--- src/rtl/crc_pkg.sv ---
// Shared definitions for the bit-serial CRC engine.
// Contents:
//   crc_state_e  - engine state encoding
//   CRC8_MAXIM, CRC16_ARC, CRC32 - preset polynomials, reflected (LSB-first) form
package crc_pkg;

  typedef enum logic [1:0] {
    IDLE,
    RECEIVE,
    TRANSMIT,
    REPORT
  } crc_state_e;

  localparam logic [7:0]  CRC8_MAXIM = 8'h8C;
  localparam logic [15:0] CRC16_ARC  = 16'hA001;
  localparam logic [31:0] CRC32      = 32'hEDB88320;

endpackage

--- src/rtl/crc_lfsr_step.sv ---
// One Galois right-shift step of a reflected CRC register.
// Ports:
//   i_crc  - current register value
//   i_data - incoming serial bit
//   o_crc  - register value after shifting in i_data
module crc_lfsr_step
  import crc_pkg::*;
#(
  parameter int unsigned      CRC_W = 8,
  parameter logic [CRC_W-1:0] POLY  = CRC_W'(CRC8_MAXIM)
) (
  input  logic [CRC_W-1:0] i_crc,
  input  logic             i_data,
  output logic [CRC_W-1:0] o_crc
);

  logic w_fb;

  always_comb begin
    w_fb  = i_data ^ i_crc[0];
    o_crc = (i_crc >> 1) ^ (w_fb ? POLY : '0);
  end

endmodule

--- src/rtl/crc_serial_engine.sv ---
// Parametrised bit-serial CRC engine. Generate mode appends CRC_W CRC bits after the
// frame; check mode folds the received trailing CRC in and reports a one-cycle verdict.
// Ports:
//   CLK    - clock, rising edge
//   rst_n  - asynchronous active-low reset
//   DATA   - serial frame bit, LSB first
//   Active - frame-in-progress qualifier
//   Mode   - 0 = generate, 1 = check; latched at frame start
//   CRC    - serial CRC bit, LSB first (0 when Valid=0)
//   Valid  - CRC is meaningful
//   Done   - one-cycle end-of-frame pulse
//   Crc_ok - check verdict, only meaningful with Done in check mode
//   Busy   - state is not IDLE
module crc_serial_engine
  import crc_pkg::*;
#(
  parameter int unsigned      CRC_W   = 8,
  parameter logic [CRC_W-1:0] POLY    = CRC_W'(CRC8_MAXIM),
  parameter logic [CRC_W-1:0] INIT    = '0,
  parameter logic [CRC_W-1:0] XOR_OUT = '0,
  parameter logic [CRC_W-1:0] RESIDUE = '0
) (
  input  logic CLK,
  input  logic rst_n,
  input  logic DATA,
  input  logic Active,
  input  logic Mode,
  output logic CRC,
  output logic Valid,
  output logic Done,
  output logic Crc_ok,
  output logic Busy
);

  localparam int unsigned     CntW     = $clog2(CRC_W + 1);
  localparam logic [CntW-1:0] LastBit  = CntW'(CRC_W - 1);
  localparam logic [CntW-1:0] PenulBit = CntW'(CRC_W - 2);

  crc_state_e       r_state;
  logic [CRC_W-1:0] r_crc;
  logic [CRC_W-1:0] r_shift;
  logic [CntW-1:0]  r_cnt;
  logic             r_mode;
  logic             r_crc_bit;
  logic             r_valid;
  logic             r_done;
  logic             r_ok;
  logic             r_busy;

  logic [CRC_W-1:0] w_step;
  logic [CRC_W-1:0] w_tx;

  crc_lfsr_step #(
    .CRC_W (CRC_W),
    .POLY  (POLY)
  ) u_step (
    .i_crc  (r_crc),
    .i_data (DATA),
    .o_crc  (w_step)
  );

  assign w_tx = r_crc ^ XOR_OUT;

  always_ff @(posedge CLK or negedge rst_n) begin
    if (!rst_n) begin
      r_state   <= IDLE;
      r_crc     <= INIT;
      r_shift   <= '0;
      r_cnt     <= '0;
      r_mode    <= 1'b0;
      r_crc_bit <= 1'b0;
      r_valid   <= 1'b0;
      r_done    <= 1'b0;
      r_ok      <= 1'b0;
      r_busy    <= 1'b0;
    end else begin
      case (r_state)
        IDLE: begin
          r_crc   <= INIT;
          r_shift <= '0;
          r_cnt   <= '0;
          if (Active) begin
            // The bit sampled on the start edge is frame bit 0; r_crc holds INIT here.
            r_state <= RECEIVE;
            r_mode  <= Mode;
            r_crc   <= w_step;
            r_busy  <= 1'b1;
          end
        end
        RECEIVE: begin
          if (Active) begin
            r_crc <= w_step;
          end else if (!r_mode) begin
            // Bit 0 goes straight to the output; the shifter holds bits 1..CRC_W-1.
            r_state   <= TRANSMIT;
            r_crc_bit <= w_tx[0];
            r_shift   <= w_tx >> 1;
            r_cnt     <= '0;
            r_valid   <= 1'b1;
            r_done    <= 1'b0;
          end else begin
            r_state <= REPORT;
            r_done  <= 1'b1;
            r_ok    <= (r_crc == RESIDUE);
          end
        end
        TRANSMIT: begin
          if (r_cnt == LastBit) begin
            r_state   <= IDLE;
            r_crc     <= INIT;
            r_shift   <= '0;
            r_cnt     <= '0;
            r_crc_bit <= 1'b0;
            r_valid   <= 1'b0;
            r_done    <= 1'b0;
            r_busy    <= 1'b0;
          end else begin
            r_cnt     <= r_cnt + CntW'(1);
            r_crc_bit <= r_shift[0];
            r_shift   <= r_shift >> 1;
            r_done    <= (r_cnt == PenulBit);
          end
        end
        REPORT: begin
          r_state <= IDLE;
          r_crc   <= INIT;
          r_done  <= 1'b0;
          r_ok    <= 1'b0;
          r_busy  <= 1'b0;
        end
        default: begin
          r_state <= IDLE;
          r_crc   <= INIT;
        end
      endcase
    end
  end

  assign CRC    = r_crc_bit;
  assign Valid  = r_valid;
  assign Done   = r_done;
  assign Crc_ok = r_ok;
  assign Busy   = r_busy;

endmodule

--- config.mk ---
export PLATFORM = sky130hd
export DESIGN_NAME = crc_serial_engine
export DESIGN_NICKNAME = d
export VERILOG_FILES = /design/src/rtl/crc_pkg.sv /design/src/rtl/crc_lfsr_step.sv /design/src/rtl/crc_serial_engine.sv
export SDC_FILE = /design/constraint.sdc
export NUM_CORES = 1
export LEC_CHECK = 0
export CAP_MARGIN = 20
export CORE_MARGIN = 4
export CORE_UTILIZATION = 35
export DETAILED_ROUTE_END_ITERATION = 8
export SYNTH_ARGS = -nofsm -noshare
export SYNTH_HDL_FRONTEND = slang
export SYNTH_HIERARCHICAL = 1
export SYNTH_SLANG_ARGS = --single-unit
--- constraint.sdc ---
create_clock -name CLK -period 4.3 [get_ports CLK]
set_input_delay 0.86 -clock CLK [delete_from_list [all_inputs] [get_ports CLK]]
set_output_delay 0.86 -clock CLK [all_outputs]
set_load 0.01 [all_outputs]
==> results.md <==
* Sequential area share after synthesis at 0.421
* Via count at 1154
* Post-synthesis cell count at 151
* Pin count of the biggest net entering global routing at 28
* Final Util at 0.393
* CP Cell Sequence: clkdlybuf4s50_1 > or3b_1 > and2_4 > a22o_1
* H-tree Lvls at 1
* Hold Crit Class: reg2reg
* Main combinational cell family by area after synthesis: compound AO/OA/AOI/OAI gates
* Die Ht at 75.8 microns
* Longest Clk Path Bufs at 2
* Achievable Freq at 427 MHz
* Reg2reg start: r_state[1]$_DFFE_PN0P_
* Top-count cell post-synth: dfrtp_1
* Outcome: complete, no violations
* Routed len/inst at 15.1 microns
* Sequential cell area at 676 sq um
* Fin Clk Skew at 11.1 ps
* Post-synthesis simple-gate area fraction at 0.117
* Worst Hold Path EP: Crc_ok$_DFFE_PN0P_
* Routed WL at 3.09 mm
* Post-CTS Setup Bufs at 0
* #FFs+latches synth at 27
* Yosys cell types at 39
* FF-to-FF End: r_shift[1]$_DFFE_PN0P_
* CTS tree: done
* CTS Buf Count at 3
* Ys Warns at 6
* CP max-delay cell: or3b_1
* I/O Buffers at 9
* Final HPWL DP at 2.15 mm
* Top-area cell type share of the netlist area at 0.421
* R2r setup slk at 1960 ps
* RSZ-0062 raised after global routing: no
* Die Wd at 75.8 microns
* GP Congestion at 0.777
* Final hold slack at 516 ps
* Ys flop type: dfrtp_1
* Initial antenna violation count at 0
* Crit Path Category: in2reg
* Mapped Area at 1610 sq um
* DRC viols at 0
* # nets final at 166
* Tcrit/Tclk final at 0.544
* Vias in the first global route at 1111
* Min-delay src: Crc_ok$_DFFE_PN0P_
* Fillers at 443
* Worst r2r path cells at 5
* Antenna Nets Post-Route at 0
* DR vias/cell at 5.66
* Syn_area_per_cell at 10.6 sq um
* Final hold vios at 0
* Iteration-0 DRC count of the detailed router at 78
* Crit path capture type: flip-flop
* Core area at 4380 sq um
* Share of post-route cells with drive strength above 1 at 0.0921
* Drt pass-1 iters at 5
* # setup viols final at 0
* Worst setup startpoint: Active
* Maxcap violations at 0
* Post-Synth XOR/XNOR Area at 0.0350
* # diodes at 0
* Footprint of the multi-input gates at 774 sq um
* Worst hold stages at 1
* Compound-Gate Fraction of Synth Area at 0.191
* Crit path arrival time at 2510 ps
* Synth area leaders: dfrtp_1, ha_1, mux2i_1, inv_1, a22o_1
* Syn_nets at 164
* Total gr overflow at 0
* Multiplexer share of the synthesized area at 0.0771
* P_leak at 0.791 nW
* First-pass GRT wire length at 5.29 mm
* Max_slew headroom at 0.468
* CP required at 4470 ps
* Worst-margin pin slew at 798 ps
* Adder-cell area share of the yosys netlist at 0.0623
* FFs w/ async S/R, synth at 1.00
* Setup TNS at 0 ps
* Row count at 24
* Crit path launch type: input pin
* Top post-synthesis cells by count: dfrtp_1, inv_1, nand2_1
* Clock root cell: clkbuf_8
* Ports at 10
* Leading area contributor after synthesis: dfrtp_1
* Area Overhead vs Synth at 7.24%
* CTS Hold Bufs at 0
* Initial core utilization at 0.366
* Count of flip-flops with a built-in enable after synthesis at 0
* Worst-skew pair later-pin latency at 280 ps
* Die area at 5740 sq um
* Crit Path Max Fanout at 11
* Power per cell area at 670 nW/um^2
* CP peak stage delay at 620 ps
* Total GRT Usage at 0.119
* Fin crit period at 2340 ps
* Post-cts sizing count at 0
* Max-slew violations at 0
* Clk sink count at 27
* Peak VDD IR at 310 uV
* Worst-path clk slew at 90 ps
state kept, by name (all words and copies together) (netlist names):
register and cells:
Crc_ok 1, Valid 1, r_state 2, CRC 1, Busy 1, r_mode 1
Done 1, r_crc 8, r_cnt 4, r_shift 7
layout by cell type, fill, tap and decap left out, types with 2 or more instances in the layout:
cell type	n
nor2_1	3
ha_1	8
nor3_1	2
o22ai_1	3
a22oi_1	3
o31ai_2	2
inv_1	17
o21ai_0	3
a21oi_1	4
nor2b_1	3
nand3_1	8
clkbuf_8	3
a22o_1	7
dfrtp_1	27
nand2b_1	2
mux2_2	3
nand2_1	10
clkdlybuf4s50_1	9
xor3_1	2
mux2i_1	9
a32o_1	6
where the power goes:
part           leakage, nW  total, mW  internal (mW)  switching (mW)
clock network       0.0255      0.150         0.0651          0.0853
registers            0.352      0.419          0.341          0.0784
logic                0.414      0.584          0.275           0.309
critical path: cells and delay by family:
kind | cells | cell delay, ps
compound gates | 1 | 230
buf+inv | 1 | 530
simple gates | 2 | 880
routing by layer:
layer | wire (microns) | up-vias | GRT usage
li1 | - | 535 | -
met2 | 1460 | 21 | 0.192
met1 | 1480 | 596 | 0.164
met4 | 13 | 0 | 0.0233
met5 | 0 | - | 0
met3 | 137 | 2 | 0.0277
cell families after synthesis:
family          after synthesis
compound gates               36
simple gates                 35
buf+inv                      30
flops                        27
mux                          12
fa+ha+maj                     8
xor+xnor                      3
layout make-up:
class | instances | share of cell area
clock buffers | 3 | 0.0240
flip-flops and latches | 27 | 0.392
inverters | 17 | 0.0370
well taps | 52 | 0.0378
multi-input cells | 94 | 0.450
clock inverters | 1 | 0.00290
repair buffers | 10 | 0.0566
how the worst max path moves through the flow:
stage / to / slack [ps] / cells after the start
floorplan: r_shift[5]$_DFFE_PN0P_ / 2440 / 4
global route: r_shift[3]$_DFFE_PN0P_ / 1790 / 5
global placement: r_shift[1]$_DFFE_PN0P_ / 1710 / 4
detailed placement: r_shift[2]$_DFFE_PN0P_ / 1660 / 4
finish: r_shift[1]$_DFFE_PN0P_ / 1960 / 4
CTS: r_shift[2]$_DFFE_PN0P_ / 1980 / 4
per-stage QoR:
step / worst slack [ps] / total power [mW] / area, sq um / cells
6_report: 1960 / 1.15 / 1720 / 204
5_1_grt: 1790 / 1.25 / 1720 / 204
4_1_cts: 1980 / 1.16 / 1720 / 204
3_5_place_dp: 1660 / 1.01 / 1680 / 200
3_3_place_gp: 1710 / 0.990 / 1680 / 200
2_1_floorplan: 2440 / 0.904 / 1610 / 151
Power figures use the tool's default switching activity.
